<file path="src/rtl/linear_layer_fifo_pkg.sv">
// Shared constants and types for the Linear_Layer start-token FIFOs.
package linear_layer_fifo_pkg;

  localparam int START_FIFO_DATA_WIDTH = 1;
  localparam int START_FIFO_ADDR_WIDTH = 1;
  localparam int START_FIFO_DEPTH      = 2;

  typedef logic [START_FIFO_ADDR_WIDTH:0] fifo_cnt_t;

  // Per-cycle action after push/pop qualification.
  typedef enum logic [1:0] {
    OP_HOLD,
    OP_PUSH,
    OP_POP,
    OP_SHIFT
  } fifo_op_e;

endpackage

</file>
<file path="src/rtl/linear_layer_start_token_srl.sv">
// Shift-register token storage: writes enter at entry 0, reads are combinational by address.
module linear_layer_start_token_srl
  import linear_layer_fifo_pkg::*;
#(
  parameter int DATA_WIDTH = START_FIFO_DATA_WIDTH,
  parameter int ADDR_WIDTH = START_FIFO_ADDR_WIDTH,
  parameter int DEPTH      = START_FIFO_DEPTH
) (
  input  logic                  clk,
  input  logic                  we,
  input  logic [ADDR_WIDTH-1:0] addr,
  input  logic [DATA_WIDTH-1:0] din,
  output logic [DATA_WIDTH-1:0] dout
);

  logic [DATA_WIDTH-1:0] mem [DEPTH];

  always_ff @(posedge clk) begin
    if (we) begin
      for (int unsigned i = DEPTH - 1; i > 0; i--) begin
        mem[i] <= mem[i-1];
      end
      mem[0] <= din;
    end
  end

  assign dout = mem[addr];

endmodule

</file>
<file path="src/rtl/linear_layer_start_token_fifo.sv">
// Start-token FIFO: occupancy counter and full/empty flags around an SRL store.
// Optional START_FIFO_OCCUPANCY_EN adds the if_num_data_valid occupancy port.
module linear_layer_start_token_fifo
  import linear_layer_fifo_pkg::*;
#(
  parameter int DATA_WIDTH = START_FIFO_DATA_WIDTH,
  parameter int ADDR_WIDTH = START_FIFO_ADDR_WIDTH,
  parameter int DEPTH      = START_FIFO_DEPTH
) (
  input  logic                  clk,
  input  logic                  reset,
  input  logic                  if_write_ce,
  input  logic                  if_write,
  input  logic [DATA_WIDTH-1:0] if_din,
  output logic                  if_full_n,
  input  logic                  if_read_ce,
  input  logic                  if_read,
  output logic [DATA_WIDTH-1:0] if_dout,
  output logic                  if_empty_n
`ifdef START_FIFO_OCCUPANCY_EN
  ,
  output logic [ADDR_WIDTH:0]   if_num_data_valid
`endif
);

  localparam logic [ADDR_WIDTH:0] CNT_ONE = (ADDR_WIDTH+1)'(1);
  localparam logic [ADDR_WIDTH:0] CNT_MAX = (ADDR_WIDTH+1)'(DEPTH);

  logic [ADDR_WIDTH:0]   cnt;
  logic [ADDR_WIDTH:0]   cnt_next;
  logic [ADDR_WIDTH-1:0] addr;
  logic                  push;
  logic                  pop;
  fifo_op_e              op;

  assign push = if_write & if_write_ce & if_full_n;
  assign pop  = if_read & if_read_ce & if_empty_n;

  always_comb begin
    op = OP_HOLD;
    if (push && pop) op = OP_SHIFT;
    else if (push)   op = OP_PUSH;
    else if (pop)    op = OP_POP;
  end

  always_comb begin
    cnt_next = cnt;
    case (op)
      OP_PUSH: cnt_next = cnt + CNT_ONE;
      OP_POP:  cnt_next = cnt - CNT_ONE;
      default: cnt_next = cnt;
    endcase
  end

  // Flags are registered from cnt_next so they line up with the new count.
  always_ff @(posedge clk or posedge reset) begin
    if (reset) begin
      cnt        <= '0;
      if_empty_n <= 1'b0;
      if_full_n  <= 1'b1;
    end else begin
      cnt        <= cnt_next;
      if_empty_n <= (cnt_next != '0);
      if_full_n  <= (cnt_next != CNT_MAX);
    end
  end

  // Head sits at cnt-1; a simultaneous push shifts the next-oldest token onto it.
  assign addr = (cnt == '0) ? '0 : ADDR_WIDTH'(cnt - CNT_ONE);

  linear_layer_start_token_srl #(
    .DATA_WIDTH (DATA_WIDTH),
    .ADDR_WIDTH (ADDR_WIDTH),
    .DEPTH      (DEPTH)
  ) u_srl (
    .clk  (clk),
    .we   (push),
    .addr (addr),
    .din  (if_din),
    .dout (if_dout)
  );

`ifdef START_FIFO_OCCUPANCY_EN
  assign if_num_data_valid = cnt;
`endif

endmodule

</file>
<file path="config.mk">
export PLATFORM = sky130hd
export DESIGN_NAME = linear_layer_start_token_fifo
export DESIGN_NICKNAME = d
export VERILOG_FILES = /design/src/rtl/linear_layer_fifo_pkg.sv /design/src/rtl/linear_layer_start_token_srl.sv /design/src/rtl/linear_layer_start_token_fifo.sv
export SDC_FILE = /design/constraint.sdc
export NUM_CORES = 1
export LEC_CHECK = 0
export CORE_AREA = 2 2 39 41
export CTS_CLUSTER_SIZE = 28
export DETAILED_ROUTE_END_ITERATION = 7
export DIE_AREA = 0 0 41 43
export DONT_BUFFER_PORTS = 1
export GPL_ROUTABILITY_DRIVEN = 0
export PLACE_DENSITY = 0.42
export SYNTH_ARGS = -nofsm -noshare
export SYNTH_HDL_FRONTEND = slang
export SYNTH_SLANG_ARGS = --single-unit
</file>
<file path="constraint.sdc">
create_clock -name clk -period 1.75 [get_ports clk]
set_clock_uncertainty 0.05 [all_clocks]
set_input_delay 0.35 -clock clk [delete_from_list [all_inputs] [get_ports clk]]
set_output_delay 0.35 -clock clk [all_outputs]
set_load 0.01 [all_outputs]
</file>
After elaboration in Yosys (flattened, before gate mapping)
Memory sizes are Yosys's and may differ from the RTL's.
Index checks and enable logic that the tools add are counted.

word-level totals
  logic and storage cells = 23
  bits in latches = 0
  memory bits (read-only) = 0
  register bits after elaboration = 4
  bits in writable memories = 2
  memories kept = 1
  bits of input ports = 7
  output and inout port bits = 3

operators by class
  shifts and indexed selects = 0
  reduce and logical (&&, ||, !) cells = 3
  bitwise operators = 4
  divide/modulo/power cells = 0
  magnitude comparators = 0
  multipliers = 0
  add/subtract/negate cells = 2
  equality and inequality tests = 3
  mux-type cells = 7

memory list
  memory     depth  bits a word  rd ports  clocked after Yosys merged registers in  write ports  RTL line                            RTL
  u_srl.mem  2      1            2         0                                        2            linear_layer_start_token_srl.sv:16  logic [DATA_WIDTH-1:0] mem [DEPTH];

operators by type and width
  operator               number
  $mux W2                3
  $and A1 B1 Y1          4
  $pmux W2 S2            1
  $mux W1                3
  $add A2 B1 Y2 const B  1
  $eq A2 B1 Y1 const B   1
  $eq A2 B2 Y1 const B   1
  $logic_not A2 Y1       1
  $ne A2 B2 Y1 const B   1
  $reduce_bool A2 Y1     1
  $sub A2 B1 Y2 const B  1
  $logic_and A1 B1 Y1    1

Longest topological paths before layout
  depth after elaboration = 8
  mapped depth = 5
  depth with buffers taken out = 5

Cells and area by module
Synthesis repeated with hierarchy kept, for this count alone.

unflattened totals
  cells, all modules = 28
  area total of the unflattened synthesis = 331.6 sq um

by module, submodules not included
  module                         seq. area each (sq um)  instances  area an instance (sq um)  cells an instance
  linear_layer_start_token_fifo  101.3                   1          256.5                     25
  linear_layer_start_token_srl   60.1                    1          75.1                      3

Worst setup path before layout
OpenSTA, ideal clock, no wires.

  kind = reg2reg
  from = reg if_full_n
  to = reg cnt[1]
  path buffers = 0
  period minus slack after synthesis = 1.547 ns
  cell stages (with the launch flop) = 5
  data required time = 1.575 ns
  setup time = 0.125 ns
  data arrival time = 1.372 ns
  slack = 0.203 ns
  cell sequence = dfstp_2 nand3_1 ha_1 mux2_4 mux2_2

on the way
  word-level cells in the longest chain between the ends = 5
  elaborated cells between the ends (all ways) = 7
  classes of those cells = 2 x eq/ne; 3 x mux; 1 x bitwise; 1 x reduce/logical

ends and longest elaborated chain
  item                                                   RTL line                                                                  RTL
  from (decl)                                            linear_layer_start_token_fifo.sv:15                                       output logic if_full_n,
  from (signal assigned)                                 linear_layer_start_token_fifo.sv:64                                       if_full_n <= (cnt_next != CNT_MAX);
  $and A1 B1 Y1 *                                        linear_layer_start_token_fifo.sv:36                                       assign push = if_write & if_write_ce & if_full_n;
  $mux W2 / $logic_and A1 B1 Y1 (equally long branches)  linear_layer_start_token_fifo.sv:42, linear_layer_start_token_fifo.sv:41
  $mux W2 *                                              linear_layer_start_token_fifo.sv:41                                       if (push && pop) op = OP_SHIFT;
  $eq A2 B2 Y1 / $eq A2 B1 Y1 (equally long branches)    linear_layer_start_token_fifo.sv:48                                       case (op)
  $pmux W2 S2 *                                          linear_layer_start_token_fifo.sv:48
  named net cnt_next[1]                                  linear_layer_start_token_fifo.sv:30                                       logic [ADDR_WIDTH:0] cnt_next;
  to (signal assigned)                                   linear_layer_start_token_fifo.sv:62                                       cnt <= cnt_next;
  to (decl)                                              linear_layer_start_token_fifo.sv:29                                       logic [ADDR_WIDTH:0] cnt;

Mark *: on every way through the listed nets, which the timed path passes. The rest lies on a longest branch.

Final worst setup path
  from = reg cnt[0]
  to = out if_dout

on the way
  word-level cells in the longest chain between the ends = 3
  elaborated cells between the ends (all ways) = 4
  classes of those cells = 1 x add/sub; 1 x mux; 1 x reduce/logical; 1 x memory

ends and longest elaborated chain
  item                                                      RTL line                             RTL
  $sub A2 B1 Y2 / $logic_not A2 Y1 (equally long branches)  linear_layer_start_token_fifo.sv:69  assign addr = (cnt == '0) ? '0 : ADDR_WIDTH'(cnt - CNT_ONE);
  $mux W1 *                                                 linear_layer_start_token_fifo.sv:69
  $mem_v2 Z2 W1 *                                           --
  to (decl)                                                 linear_layer_start_token_fifo.sv:18  output logic [DATA_WIDTH-1:0] if_dout,

Every way passes the cells marked *; elsewhere a longest branch is shown, timed or not.

==> flow_summary.yaml <==
worst_setup_path:
  critPathBufInv: 1
  critPathCaptureType: "output pin"
  critPathMaxFanout: 6
  cp_slowest_cell: "dfrtp_1"
  crit_type: "flop to output pin"
  crit_path_start_kind: "flop"
  crit_family: "flip-flops"
  cpPeakStageDelay_ns: 0.42
  reg2reg_slack_ns: 0.14
  worstPathArrival_ns: 1.25
  cp_cell_sequence: "inv_1 > ha_1 > mux2_2"
  startpoint: "cnt[0]"
  required_ns: 1.35
  r2r-start: "if_full_n"
clocking:
  cts_buffer_depth: 2
  cts_tree: "built"
  htree_levels: 1
  cts_num_sinks: 6
  cts.clk_slew.worst_paths_ns: 0.05
  post-cts-setup-buffers: 0
  clkLatencyLatePin_ns: 0.25
  clockRootBuffer: "clkbuf_4"
  cts_buffers: 3
floorplan:
  start_util_pct: 23.7
  die_area_um2: 1760
  ios: 10
  core_area_um2: 1380
  die_h_um: 43
  fp-row-count: 14
  die_x_um: 41
synth:
  synth-simple-area-share_pct: 12.6
  synth_top_family_by_area: "multiplexers"
  avgSynthCellArea_um2: 11.7
  ys.flop_type: "dfrtp_1"
  syn_inst: 28
  synth_cell_type_count: 18
  yosys-mux-area-fraction_pct: 14.5
  ys_seq_area_share_pct: 49.2
  synthArstFlopShare_pct: 66.7
  synth_area_um2: 328
  synth-compound-area-share_pct: 7.63
  yosysWarningCount: 0
  synth-edff-count: 2
  syn-num-nets: 38
  synth_xor_xnor_area_share_pct: 0
  synth_adder_area_share_pct: 11.5
  ys_seq_elements: 6
timing:
  hold_viol: 0
  slew_violations: 0
  layout_min_cycle_time_ns: 1.65
  tns_ns: 0
  final.period_utilization_pct: 94.0
  rsz0062_at_grt: "no"
  layout_setup_ws_ns: 0.105
  worst_pin_slew_ns: 0.187
  timing.fmax_mhz: 608
  timing.slew.headroom_pct: 87.5
  setup-violations-final: 0
drt:
  wl_per_cell_um: 11.5
  dr.pass1.iters: 2
  antenna_left: 0
  drc: 0
  routed_wl_um: 564
  drt-initial-drc-count: 4
  viasPerCell: 4.31
  vias: 211
power_and_ir_drop:
  p_leak_nw: 0.184
  design_power_total_mw: 0.594
  ir_drop_v: 0.000577
  power.density_nw_per_um2: 1550
cells_and_area:
  final_nets: 44
  diodes: 0
  fin_util_pct: 27.8
  syn_to_final_growth_pct: 17.2
  drive_gt1_share_pct: 21.2
  final_cell_area_um2: 384
run_status:
  status: "complete, no violations"
global_routing:
  overflow: 0
  grt_max_degree: 8
  gr-usage-all-layers_pct: 8.36
  antenna_found_initial: 0
  grt_pass1_wl_um: 848
  grt_pass1_vias: 204
placement:
  pre_cts_slack_ns: 0.137
  io_buffers: 0
  place_area_um2: 348
worst_hold_path:
  holdCritPathClass: "input port to flop"
  min_from: "if_din"
run:
  maxCapViolations: 0
-- stage by stage --
| step | hold WS, ns | instances |
|---|---|---|
| 5_1_grt | 0.118 | 49 |
| 4_1_cts | 0.128 | 49 |
| 6_report | 0.139 | 49 |
| 2_1_floorplan | 0.0654 | 28 |
| 3_3_place_gp | 0.0785 | 44 |
| 3_5_place_dp | 0.0840 | 44 |
-- cell type report --
type                    instances  area [µm²]
fillers                       150        1000
repair buffers                  1        10.0
flip-flops and latches          6         161
well taps                      16        20.0
multi-input cells              18         151
clock buffers                   4        26.3
inverters                       4        15.0
-- registers in the layout, indices dropped and copies added (netlist names) --
signal and cells:
cnt 2, if_full_n 1, u_srl.mem 2, if_empty_n 1
-- where the power goes --
part / internal (mW) / switching, mW / total, mW
Combinational: 0.111 / 0.0898 / 0.200
Clock: 0.0868 / 0.0564 / 0.143
Sequential: 0.201 / 0.0502 / 0.251
-- kinds of logic (layout without fill, tap and decap cells) --
| family | count (synthesis) | in the layout |
|---|---|---|
| compound gates | 4 | 4 |
| mux | 4 | 4 |
| buf+inv | 4 | 9 |
| simple gates | 7 | 7 |
| flops | 6 | 6 |
| fa+ha+maj | 3 | 3 |
-- synth_stat cells, types with 2 or more instances --
| library cell | number | area (µm²) |
|---|---|---|
| inv_1 | 4 | 15.0 |
| dfrtp_1 | 3 | 75.1 |
| ha_1 | 3 | 37.5 |
| edfxtp_1 | 2 | 60.1 |
| mux2_2 | 2 | 22.5 |
| nand3_1 | 2 | 10.0 |
-- what timing repair did --
item | CTS | global route
hold buffers | 1 | 0
endpoints found under the hold margin | 3 | 0
resized for setup | 0 | 0
-- metal layers --
metal | track usage, % | wire, µm
met3 | 7.85 | 43
met2 | 10.9 | 280
met4 | 4.00 | 6
met5 | 0 | 0
met1 | 8.77 | 233
-- layout by cell type (no fill, tap or decap), drive strengths merged --
master / count
mux2i: 1
a21oi: 1
and3b: 1
nor3: 1
nand3: 2
dfstp: 1
clkbuf: 4
nor2b: 1
nor3b: 1
inv: 4
dlygate4sd3: 1
o21bai: 1
mux2: 3
dfrtp: 3
a211oi: 1
nand2: 1
o21ai: 1
edfxtp: 2
ha: 3
-- worst paths after layout --
kind,to,depth (start not counted)
setup / recovery,if_dout,3
hold reg to reg,u_srl.mem[1],0
min in group asynchronous,if_empty_n,2
setup reg to reg,cnt[1],4
hold / removal,u_srl.mem[0],0
max in group asynchronous,if_full_n,2
No activity file was read; power rests on OpenSTA's default activity.
